===== src/rtl/cpu10_pkg.sv =====
// rtl/cpu10_pkg.sv - shared widths and scheduler state encoding for the 10-bit CPU
package cpu10_pkg;

  localparam int CPU_DW = 10;
  localparam int CPU_AW = 10;

  typedef enum logic [1:0] {
    S_IDLE  = 2'd0,
    S_DATA  = 2'd1,
    S_FETCH = 2'd2,
    S_ADV   = 2'd3
  } sched_state_t;

endpackage


===== src/rtl/mem_watchdog.sv =====
// rtl/mem_watchdog.sv - per-transaction acknowledge watchdog
// expire fires in the cycle whose edge would bring the count to TIMEOUT-1.
module mem_watchdog #(
  parameter int TIMEOUT = 16
) (
  input  logic clk,
  input  logic rst_n,
  input  logic clr,
  input  logic en,
  output logic expire
);

  localparam int CW = (TIMEOUT > 2) ? $clog2(TIMEOUT) : 1;
  localparam logic [CW-1:0] ABORT_AT = CW'(TIMEOUT - 2);
  localparam logic [CW-1:0] CAP      = CW'(TIMEOUT - 1);

  logic [CW-1:0] cnt_q, cnt_d;

  always_comb begin
    cnt_d = cnt_q;
    if (clr) begin
      cnt_d = '0;
    end else if (en && (cnt_q != CAP)) begin
      cnt_d = cnt_q + 1'b1;
    end
  end

  always_ff @(posedge clk or negedge rst_n) begin
    if (!rst_n) begin
      cnt_q <= '0;
    end else begin
      cnt_q <= cnt_d;
    end
  end

  assign expire = en && (cnt_q == ABORT_AT);

endmodule


===== src/rtl/mem_sched.sv =====
// rtl/mem_sched.sv - shares one memory port between data access and fetch
// and issues the one-cycle pipeline-advance pulse per step.
module mem_sched
  import cpu10_pkg::*;
#(
  parameter int DW      = CPU_DW,
  parameter int AW      = CPU_AW,
  parameter int TIMEOUT = 16
) (
  input  logic          clk,
  input  logic          reset_n,
  input  logic          if_req,
  input  logic [AW-1:0] if_addr,
  input  logic          d_req,
  input  logic          d_we,
  input  logic [AW-1:0] d_addr,
  input  logic [DW-1:0] d_wdata,
  output logic          mem_req,
  output logic          mem_we,
  output logic [AW-1:0] mem_addr,
  output logic [DW-1:0] mem_wdata,
  input  logic          mem_ack,
  input  logic [DW-1:0] mem_rdata,
  output logic [DW-1:0] if_rdata,
  output logic [DW-1:0] d_rdata,
  output logic          pipe_adv,
  output logic          pc_en,
  output logic          err
);

  sched_state_t state_q, state_d;
  logic          pend_if_q, pend_if_d;
  logic          pend_d_q, pend_d_d;
  logic          fetch_done_q, fetch_done_d;
  logic          d_we_lat_q, d_we_lat_d;
  logic [AW-1:0] d_addr_lat_q, d_addr_lat_d;
  logic [DW-1:0] d_wdata_lat_q, d_wdata_lat_d;
  logic [AW-1:0] if_addr_lat_q, if_addr_lat_d;
  logic          mem_req_q, mem_req_d;
  logic          mem_we_q, mem_we_d;
  logic [AW-1:0] mem_addr_q, mem_addr_d;
  logic [DW-1:0] mem_wdata_q, mem_wdata_d;
  logic [DW-1:0] if_rdata_q, if_rdata_d;
  logic [DW-1:0] d_rdata_q, d_rdata_d;
  logic          pipe_adv_q, pipe_adv_d;
  logic          pc_en_q, pc_en_d;
  logic          err_q, err_d;
  logic          wd_clr, wd_en, wd_expire;

  mem_watchdog #(.TIMEOUT(TIMEOUT)) u_watchdog (
    .clk    (clk),
    .rst_n  (reset_n),
    .clr    (wd_clr),
    .en     (wd_en),
    .expire (wd_expire)
  );

  always_comb begin
    state_d       = state_q;
    pend_if_d     = pend_if_q;
    pend_d_d      = pend_d_q;
    fetch_done_d  = fetch_done_q;
    d_we_lat_d    = d_we_lat_q;
    d_addr_lat_d  = d_addr_lat_q;
    d_wdata_lat_d = d_wdata_lat_q;
    if_addr_lat_d = if_addr_lat_q;
    if_rdata_d    = if_rdata_q;
    d_rdata_d     = d_rdata_q;
    err_d         = err_q;

    case (state_q)
      S_IDLE: begin
        pend_if_d     = if_req;
        pend_d_d      = d_req;
        d_we_lat_d    = d_we;
        d_addr_lat_d  = d_addr;
        d_wdata_lat_d = d_wdata;
        if_addr_lat_d = if_addr;
        fetch_done_d  = 1'b0;
        state_d       = d_req ? S_DATA : (if_req ? S_FETCH : S_ADV);
      end
      S_DATA: begin
        if (mem_ack || wd_expire) begin
          if (mem_ack) begin
            if (!d_we_lat_q) d_rdata_d = mem_rdata;
          end else begin
            d_rdata_d = '0;
            err_d     = 1'b1;
          end
          state_d = pend_if_q ? S_FETCH : S_ADV;
        end
      end
      S_FETCH: begin
        if (mem_ack) begin
          if_rdata_d   = mem_rdata;
          fetch_done_d = 1'b1;
          state_d      = S_ADV;
        end else if (wd_expire) begin
          if_rdata_d = '0;
          err_d      = 1'b1;
          state_d    = S_ADV;
        end
      end
      S_ADV: begin
        pend_if_d    = 1'b0;
        pend_d_d     = 1'b0;
        fetch_done_d = 1'b0;
        state_d      = S_IDLE;
      end
      default: state_d = S_IDLE;
    endcase

    // Outputs are a registered view of the state being entered, so they are Moore.
    mem_req_d   = (state_d == S_DATA) || (state_d == S_FETCH);
    mem_we_d    = (state_d == S_DATA) && d_we_lat_d;
    mem_addr_d  = (state_d == S_DATA) ? d_addr_lat_d :
                  (state_d == S_FETCH) ? if_addr_lat_d : '0;
    mem_wdata_d = (state_d == S_DATA) ? d_wdata_lat_d : '0;
    pipe_adv_d  = (state_d == S_ADV);
    pc_en_d     = (state_d == S_ADV) && fetch_done_d;

    wd_clr = ((state_d == S_DATA) && (state_q != S_DATA)) ||
             ((state_d == S_FETCH) && (state_q != S_FETCH));
    wd_en  = ((state_q == S_DATA) || (state_q == S_FETCH)) && !mem_ack;
  end

  always_ff @(posedge clk or negedge reset_n) begin
    if (!reset_n) begin
      state_q       <= S_IDLE;
      pend_if_q     <= 1'b0;
      pend_d_q      <= 1'b0;
      fetch_done_q  <= 1'b0;
      d_we_lat_q    <= 1'b0;
      d_addr_lat_q  <= '0;
      d_wdata_lat_q <= '0;
      if_addr_lat_q <= '0;
      mem_req_q     <= 1'b0;
      mem_we_q      <= 1'b0;
      mem_addr_q    <= '0;
      mem_wdata_q   <= '0;
      if_rdata_q    <= '0;
      d_rdata_q     <= '0;
      pipe_adv_q    <= 1'b0;
      pc_en_q       <= 1'b0;
      err_q         <= 1'b0;
    end else begin
      state_q       <= state_d;
      pend_if_q     <= pend_if_d;
      pend_d_q      <= pend_d_d;
      fetch_done_q  <= fetch_done_d;
      d_we_lat_q    <= d_we_lat_d;
      d_addr_lat_q  <= d_addr_lat_d;
      d_wdata_lat_q <= d_wdata_lat_d;
      if_addr_lat_q <= if_addr_lat_d;
      mem_req_q     <= mem_req_d;
      mem_we_q      <= mem_we_d;
      mem_addr_q    <= mem_addr_d;
      mem_wdata_q   <= mem_wdata_d;
      if_rdata_q    <= if_rdata_d;
      d_rdata_q     <= d_rdata_d;
      pipe_adv_q    <= pipe_adv_d;
      pc_en_q       <= pc_en_d;
      err_q         <= err_d;
    end
  end

  assign mem_req   = mem_req_q;
  assign mem_we    = mem_we_q;
  assign mem_addr  = mem_addr_q;
  assign mem_wdata = mem_wdata_q;
  assign if_rdata  = if_rdata_q;
  assign d_rdata   = d_rdata_q;
  assign pipe_adv  = pipe_adv_q;
  assign pc_en     = pc_en_q;
  assign err       = err_q;

endmodule


===== config.mk =====
export PLATFORM = sky130hd
export DESIGN_NAME = mem_sched
export DESIGN_NICKNAME = d
export VERILOG_FILES = /design/src/rtl/cpu10_pkg.sv /design/src/rtl/mem_watchdog.sv /design/src/rtl/mem_sched.sv
export SDC_FILE = /design/constraint.sdc
export NUM_CORES = 1
export LEC_CHECK = 0
export ABC_AREA = 1
export CAP_MARGIN = 20
export CORE_MARGIN = 3
export CORE_UTILIZATION = 48
export CTS_CLUSTER_DIAMETER = 200
export DETAILED_ROUTE_END_ITERATION = 12
export PLACE_DENSITY = 0.91
export SYNTH_ARGS = -nofsm -noshare
export SYNTH_HDL_FRONTEND = slang
export SYNTH_SLANG_ARGS = --single-unit

===== constraint.sdc =====
create_clock -name clk -period 2.55 [get_ports clk]
set_input_delay 0.255 -clock clk [delete_from_list [all_inputs] [get_ports clk]]
set_output_delay 0.255 -clock clk [all_outputs]
set_load 0.03 [all_outputs]

---- Yosys cells after proc, flatten, opt, wreduce, memory -nomap -nowiden ----
Cells that the tools add are included.
storage, ports and cells
  register bits after elaboration ......... 84
  latch bits .............................. 0
  RAM bits ................................ 0
  bits in read-only memories .............. 0
  input port bits ......................... 46
  memories ................................ 0
operators by class
  add/subtract/negate cells ............... 1
  $mul .................................... 0
  div/mod/pow operators ................... 0
  order comparisons ....................... 0
  eq/ne operators ......................... 15
  shift operators ......................... 0
  mux-type cells .......................... 28
  bitwise logic cells ..................... 0
  reduce and logical (&&, ||, !) cells .... 21
operators with widths
  operator               count
  $mux W10               10
  $ne A2 B2 Y1 const B   6
  $eq A2 B2 Y1 const B   4
  $mux W1                8
  $mux W2                4
  $mux W4                2
  $pmux W2 S4            1
  $reduce_bool A2 Y1     4
  $logic_and A1 B1 Y1    7
  $pmux W1 S2            3
  $reduce_and A5 Y1      1
  $add A4 B1 Y4 const B  1
  $eq A2 B1 Y1 const B   2
  $eq A4 B4 Y1 const B   1
  $logic_or A1 B1 Y1     4
  $ne A4 B4 Y1 const B   1
  $reduce_and A3 Y1      1
  $logic_not A2 Y1       1
  $ne A2 B1 Y1 const B   1
  $reduce_and A2 Y1      1
  $reduce_or A2 Y1       1
  $logic_not A1 Y1       1

---- Depth between registers and ports, before layout ----
  word-level depth ........................ 11
  depth in mapped cells ................... 15

---- Hierarchy ----
A second synthesis with hierarchy kept.
unflattened totals
  cells, all modules ...................... 351
  area total of the unflattened synthesis .. 3,439.5 µm²
by module, submodules not included
  module        times used  cells each  area an instance (µm²)  sequential area each (µm²)
  mem_sched     1           318         3,193.1                 2,001.9
  mem_watchdog  1           33          246.5                   100.1

---- Worst setup path before layout ----
No wires, ideal clock.
  path kind ............................... register -> register
  start ................................... reg state_q[0]
  end ..................................... reg mem_addr_q[9] (netlist: mem_addr[9])
  data arrival time ....................... 2.191 ns
  data required time ...................... 2.484 ns
  slack ................................... 0.292 ns
  cell stages (with the launch flop) ...... 11
  buffers on the path ..................... 2
  period minus slack after synthesis ...... 2.258 ns
  path through ............................ dfrtp_1 inv_1 ha_1 buf_2 clkbuf_1 nor2_1 a21boi_0 ha_1 inv_1 nor2_1 a22o_1
between the ends
  word-level cells in the longest chain between the ends .. 10
  elaborated cells on any way between the ends .. 18
  classes of those cells .................. eq/ne (5); mux (8); reduce/logical (5)
ends and longest elaborated chain
  element                                        RTL line                           RTL
  start: declaration                             mem_sched.sv:31                    sched_state_t state_q, state_d;
  start signal: assignment                       mem_sched.sv:147                   state_q <= state_d;
  $eq A2 B1 Y1 or $eq A2 B2 Y1 (tied branches)   mem_sched.sv:71, mem_sched.sv:124
  $logic_or A1 B1 Y1                             mem_sched.sv:124                   wd_en = ((state_q == S_DATA) || (state_q == S_FETCH)) && !mem_ack;
  $logic_and A1 B1 Y1                            mem_sched.sv:124
  $logic_and A1 B1 Y1                            mem_watchdog.sv:36                 assign expire = en && (cnt_q == ABORT_AT);
  $mux W2 or $logic_or A1 B1 Y1 (tied branches)  mem_sched.sv:98, mem_sched.sv:83
  $mux W2, on equally long branches              mem_sched.sv:94, mem_sched.sv:83
  $pmux W2 S4 *                                  mem_sched.sv:71                    case (state_q)
  via state_d[1]                                 mem_sched.sv:31
  $eq A2 B2 Y1                                   mem_sched.sv:117                   (state_d == S_FETCH) ? if_addr_lat_d : '0;
  $mux W10                                       mem_sched.sv:117
  $mux W10 *                                     mem_sched.sv:116                   mem_addr_d = (state_d == S_DATA) ? d_addr_lat_d :
  via mem_addr_d[9]                              mem_sched.sv:41                    logic [AW-1:0] mem_addr_q, mem_addr_d;
  end signal: assignment                         mem_sched.sv:157                   mem_addr_q <= mem_addr_d;
  end: declaration                               mem_sched.sv:41
The timed path passes the listed nets; every way through them passes the cells marked *.
A chain may end at the register's enable or synchronous reset.

---- Final worst setup path ----
  start ................................... reg state_q[1]
  end ..................................... reg u_watchdog.cnt_q[0]
between the ends
  word-level cells in the longest chain between the ends .. 11
  elaborated cells on any way between the ends .. 22
  classes of those cells .................. eq/ne (7); mux (5); reduce/logical (10)
ends and longest elaborated chain
  element                                        RTL line                            RTL
  $eq A2 B1 Y1 or $eq A2 B2 Y1 (tied branches)   mem_sched.sv:71, mem_sched.sv:124
  $logic_or A1 B1 Y1                             mem_sched.sv:124
  $logic_and A1 B1 Y1                            mem_sched.sv:124
  $logic_and A1 B1 Y1                            mem_watchdog.sv:36
  $mux W2 or $logic_or A1 B1 Y1 (tied branches)  mem_sched.sv:98, mem_sched.sv:83
  $mux W2, on equally long branches              mem_sched.sv:94, mem_sched.sv:83
  $pmux W2 S4                                    mem_sched.sv:71
  $eq A2 B1 Y1 or $eq A2 B2 Y1 (tied branches)   mem_sched.sv:122, mem_sched.sv:123
  $logic_and A1 B1 Y1, on equally long branches  mem_sched.sv:122, mem_sched.sv:123
  $logic_or A1 B1 Y1                             mem_sched.sv:122                    wd_clr = ((state_d == S_DATA) && (state_q != S_DATA)) ||
  $mux W4 or $reduce_bool A2 Y1 (tied branches)  -
  end signal: assignment                         mem_watchdog.sv:32                  cnt_q <= cnt_d;
  end: declaration                               mem_watchdog.sv:17                  logic [CW-1:0] cnt_q, cnt_d;
Parallel ways exist; a longest one is shown, timed or not.

==> results <==
-- synth_stat cells --
cell type / n / area, µm²
sky130_fd_sc_hd__nand2_1: 135 / 507
sky130_fd_sc_hd__dfrtp_1: 84 / 2100
sky130_fd_sc_hd__a21oi_1: 17 / 85.1
sky130_fd_sc_hd__inv_1: 15 / 56.3
sky130_fd_sc_hd__o21ai_0: 14 / 70.1
sky130_fd_sc_hd__nor2_1: 11 / 41.3
sky130_fd_sc_hd__o21ai_2: 11 / 96.3
sky130_fd_sc_hd__a22o_1: 10 / 87.6
sky130_fd_sc_hd__ha_1: 10 / 125
sky130_fd_sc_hd__clkbuf_1: 6 / 22.5
sky130_fd_sc_hd__buf_2: 5 / 25.0
sky130_fd_sc_hd__nand3_1: 5 / 25.0
sky130_fd_sc_hd__buf_6: 2 / 22.5
sky130_fd_sc_hd__nand2_2: 2 / 12.5
sky130_fd_sc_hd__nor3b_1: 2 / 15.0
sky130_fd_sc_hd__o21bai_1: 2 / 15.0
sky130_fd_sc_hd__a21boi_0: 1 / 7.51
sky130_fd_sc_hd__inv_2: 1 / 3.75
sky130_fd_sc_hd__nand3b_1: 1 / 7.51
sky130_fd_sc_hd__nor2_2: 1 / 6.26
sky130_fd_sc_hd__o21ai_4: 1 / 16.3
sky130_fd_sc_hd__o31ai_1: 1 / 7.51
-- routing by layer --
layer  share of wire (%)  GRT usage, %
met5                   0             0
met4                 1.5          7.17
met3                 6.1          4.65
met2                  50          32.6
met1                  43          25.4
-- worst max-delay path, stage by stage (launching register included) --
cell	delay, ns
sky130_fd_sc_hd__dfrtp_1	0.41
sky130_fd_sc_hd__inv_1	0.10
sky130_fd_sc_hd__ha_1	0.34
sky130_fd_sc_hd__nand2_2	0.08
sky130_fd_sc_hd__inv_1	0.10
sky130_fd_sc_hd__nand2_1	0.14
sky130_fd_sc_hd__a21oi_2	0.25
sky130_fd_sc_hd__nor2_1	0.08
sky130_fd_sc_hd__nor2_1	0.12
sky130_fd_sc_hd__ha_1	0.17
sky130_fd_sc_hd__inv_1	0.09
sky130_fd_sc_hd__o21ai_1	0.22
sky130_fd_sc_hd__inv_1	0.09
sky130_fd_sc_hd__o21ai_0	0.08
sky130_fd_sc_hd__a21oi_1	0.05
-- power by group --
group	internal [µW]	switching [µW]
Sequential	1930	243
Combinational	1220	1940
Clock	472	451
Total	3620	2630
-- cells by family (layout without fill, tap and decap cells) --
kind of cell | Yosys count | in the layout | synth area share (%)
adder cells (fa/ha/maj) | 10 | 10 | 3.73
AO/OA/AOI/OAI | 57 | 57 | 11.5
flip-flops | 84 | 84 | 62.6
buffers and inverters | 29 | 131 | 3.88
AND/OR/NAND/NOR | 157 | 157 | 18.3
-- flip-flops by register name, indices dropped and copies added, names as in the netlist --
| name | cells |
|---|---|
| d_addr_lat_q | 10 |
| d_rdata | 10 |
| d_wdata_lat_q | 10 |
| if_addr_lat_q | 10 |
| if_rdata | 10 |
| mem_addr | 10 |
| mem_wdata | 10 |
| u_watchdog.cnt_q | 4 |
| state_q | 2 |
| d_we_lat_q | 1 |
| err | 1 |
| fetch_done_q | 1 |
| mem_req | 1 |
| mem_we | 1 |
| pc_en | 1 |
| pend_if_q | 1 |
| pipe_adv | 1 |
-- what timing repair did --
item                                   4_1_cts  5_1_grt
buffers inserted                             0        1
resized for setup                            1        9
endpoints found under the hold margin        0        7
pin swaps                                    0        1
setup endpoints to repair                   10       25
hold buffers                                 0        1
-- stage by stage --
step	std cells	utilization, %	total power [µW]	setup TNS, ns
5_1_grt	532	70.5	6700	-0.110
3_5_place_dp	514	66.3	5230	-1.30
6_report	532	70.5	6250	0
2_1_floorplan	337	-	4070	0
4_1_cts	529	69.3	6170	0
3_3_place_gp	514	66.3	5060	0
-- layout by cell type (no fill, tap or decap), types with 2 or more instances in the layout --
master / count
sky130_fd_sc_hd__nor2_1: 10
sky130_fd_sc_hd__inv_1: 15
sky130_fd_sc_hd__clkbuf_8: 10
sky130_fd_sc_hd__a21oi_1: 16
sky130_fd_sc_hd__clkdlybuf4s50_1: 89
sky130_fd_sc_hd__clkinvlp_4: 2
sky130_fd_sc_hd__ha_1: 9
sky130_fd_sc_hd__nand2_1: 135
sky130_fd_sc_hd__dfrtp_1: 84
sky130_fd_sc_hd__o21ai_0: 13
sky130_fd_sc_hd__a22o_1: 10
sky130_fd_sc_hd__buf_4: 8
sky130_fd_sc_hd__nand2_2: 2
sky130_fd_sc_hd__nand3_1: 5
sky130_fd_sc_hd__nor3b_1: 2
sky130_fd_sc_hd__o21ai_2: 11
-- worst max-delay path by stage --
stage / startpoint / endpoint / slack [ns] / cells after the start
2_1_floorplan: state_q[0]$_DFF_PN0_ / mem_addr[9]$_DFF_PN0_ / 0.29 / 10
3_3_place_gp: mem_ack / mem_addr[5]$_DFF_PN0_ / 0.08 / 12
3_5_place_dp: state_q[1]$_DFF_PN0_ / mem_addr[1]$_DFF_PN0_ / -0.14 / 12
4_1_cts: state_q[1]$_DFF_PN0_ / u_watchdog.cnt_q[0]$_DFFE_PN0P_ / 0.01 / 15
5_1_grt: state_q[1]$_DFF_PN0_ / u_watchdog.cnt_q[0]$_DFFE_PN0P_ / -0.05 / 15
6_report: state_q[1]$_DFF_PN0_ / u_watchdog.cnt_q[0]$_DFFE_PN0P_ / 0.10 / 14
-- cell type report --
cell class,count,area share [%]
timing repair buffer,100,21.6
inverter,16,1.30
sequential,84,45.4
multi-input combinational,224,25.1
tap,93,2.51
clock buffer,11,3.05
clock inverter,4,1.08
==> run_results.csv <==
group,metric,value,unit
run_status,outcome,"complete, no violations",
placement,detailedPlacementHpwl,5.25,mm
sta,fin_crit_sh,95.9,%
sta,worst_slack_on_hold_paths,0.260,ns
placement,placed_area,4350,µm²
critical_path,worstReg2RegEnd,"u_watchdog.cnt_q[0]$_DFFE_PN0P_",
sta,setup_viol,0,
yosys,syn-cell-area,3360,µm²
final_layout,fill_cells,464,
cts,clock_sinks,84,
yosys,portion_of_the_post_synthesis_area_used_by_sequential_elements,62.6,%
sta,report.final.slew_viol_count,0,
job,max_cap_violations,0,
routing,postRouteWirelength,7.60,mm
critical_path,worst_ep_arrival_time,2.68,ns
grt,largest_net_degree_at_the_start_of_global_routing,85,
sta,setup_slack,0.105,ns
grt,grtUsageTotal,19.7,%
placement,dp_worst_setup_slack,-0.138,ns
cts,h-tree-depth,3,
cts,root_driver,"sky130_fd_sc_hd__clkbuf_8",
sta,skew,0.00854,ns
routing,antenna_violating_nets_post_route,0,
power,power_per_cell_area,1350,nW/µm²
floorplanning,starting_utilization_of_the_core_area,51.1,%
final_layout,num-nets-final,491,
grt,first_global_vias,2637,
sta,fmaxAchievable,409,MHz
sta,hold_violations_final,0,
critical_path,worstSetupStartpointType,"register",
routing,routed_wire_length_per_instance,14.3,µm
yosys,postSynthAreaPerCell,9.96,µm²
floorplanning,die-height,89.6,µm
critical_path,worst_ep_required_time,2.79,ns
floorplanning,die_width,89.6,µm
floorplanning,num_ports,91,
sta,worst_slew_margin_rel,33.2,%
placement,place.gp.congestion,0.831,
power,power.ir.vdd_worst,0.000639,V
critical_path,criticalPathCategory,"reg -> reg",
worst_hold_path,holdCritPathClass,"in -> async",
yosys,postSynthCellCount,337,
routing,drt_iter0_markers,124,
critical_path,timing.rr.start,"state_q[1]$_DFF_PN0_",
grt,grt_pass1_wl,12.0,mm
grt,globalRouteOverflowTotal,0,
routing,route.detailed.vias_per_inst,4.93,
critical_path,crit_path_end_kind,"register",
final_layout,layout.area.seq,2100,µm²
grt,grt_antenna_before_repair,0,
floorplanning,placeableCoreArea,6570,µm²
cts,cts_buffers,9,
final_layout,syn_to_final_growth,37.9,%
floorplanning,fp.dieArea,8030,µm²
cts,cts_buffer_depth,2,
sta,post-route-min-period,2.45,ns
routing,route.vias.total,2625,
cts,cts_tree,"built",
floorplanning,num_rows,29,
cts,cts.clk_slew.worst_paths,0.08,ns
power,power.leakage,0.00222,µW
cts,worstSkewPairLatency,0.35,ns
critical_path,timing.reg2reg.setup_slack,0.10,ns
yosys,syn_nets,393,
final_layout,n_antenna_cell,0,
routing,post-route-drc-count,0,
routing,drt-pass1-iter-count,4,
placement,buffer_ports.inserted,90,
sta,worst_slew_pin_slew,1.00,ns
yosys,ys_warn_count,0,
final_layout,finalInstanceArea,4630,µm²
final_layout,area_of_the_multi_input_gates,1160,µm²
critical_path,timing.reg2reg.worst_path_depth,14,
yosys,synth.distinct_cells,22,
critical_path,critical_path_peak_fanout,4,
final_layout,drive_gt1_share,10.0,%
yosys,synth.ff_latch_count,84,
Note: power is estimated with default switching activity, not from simulation.
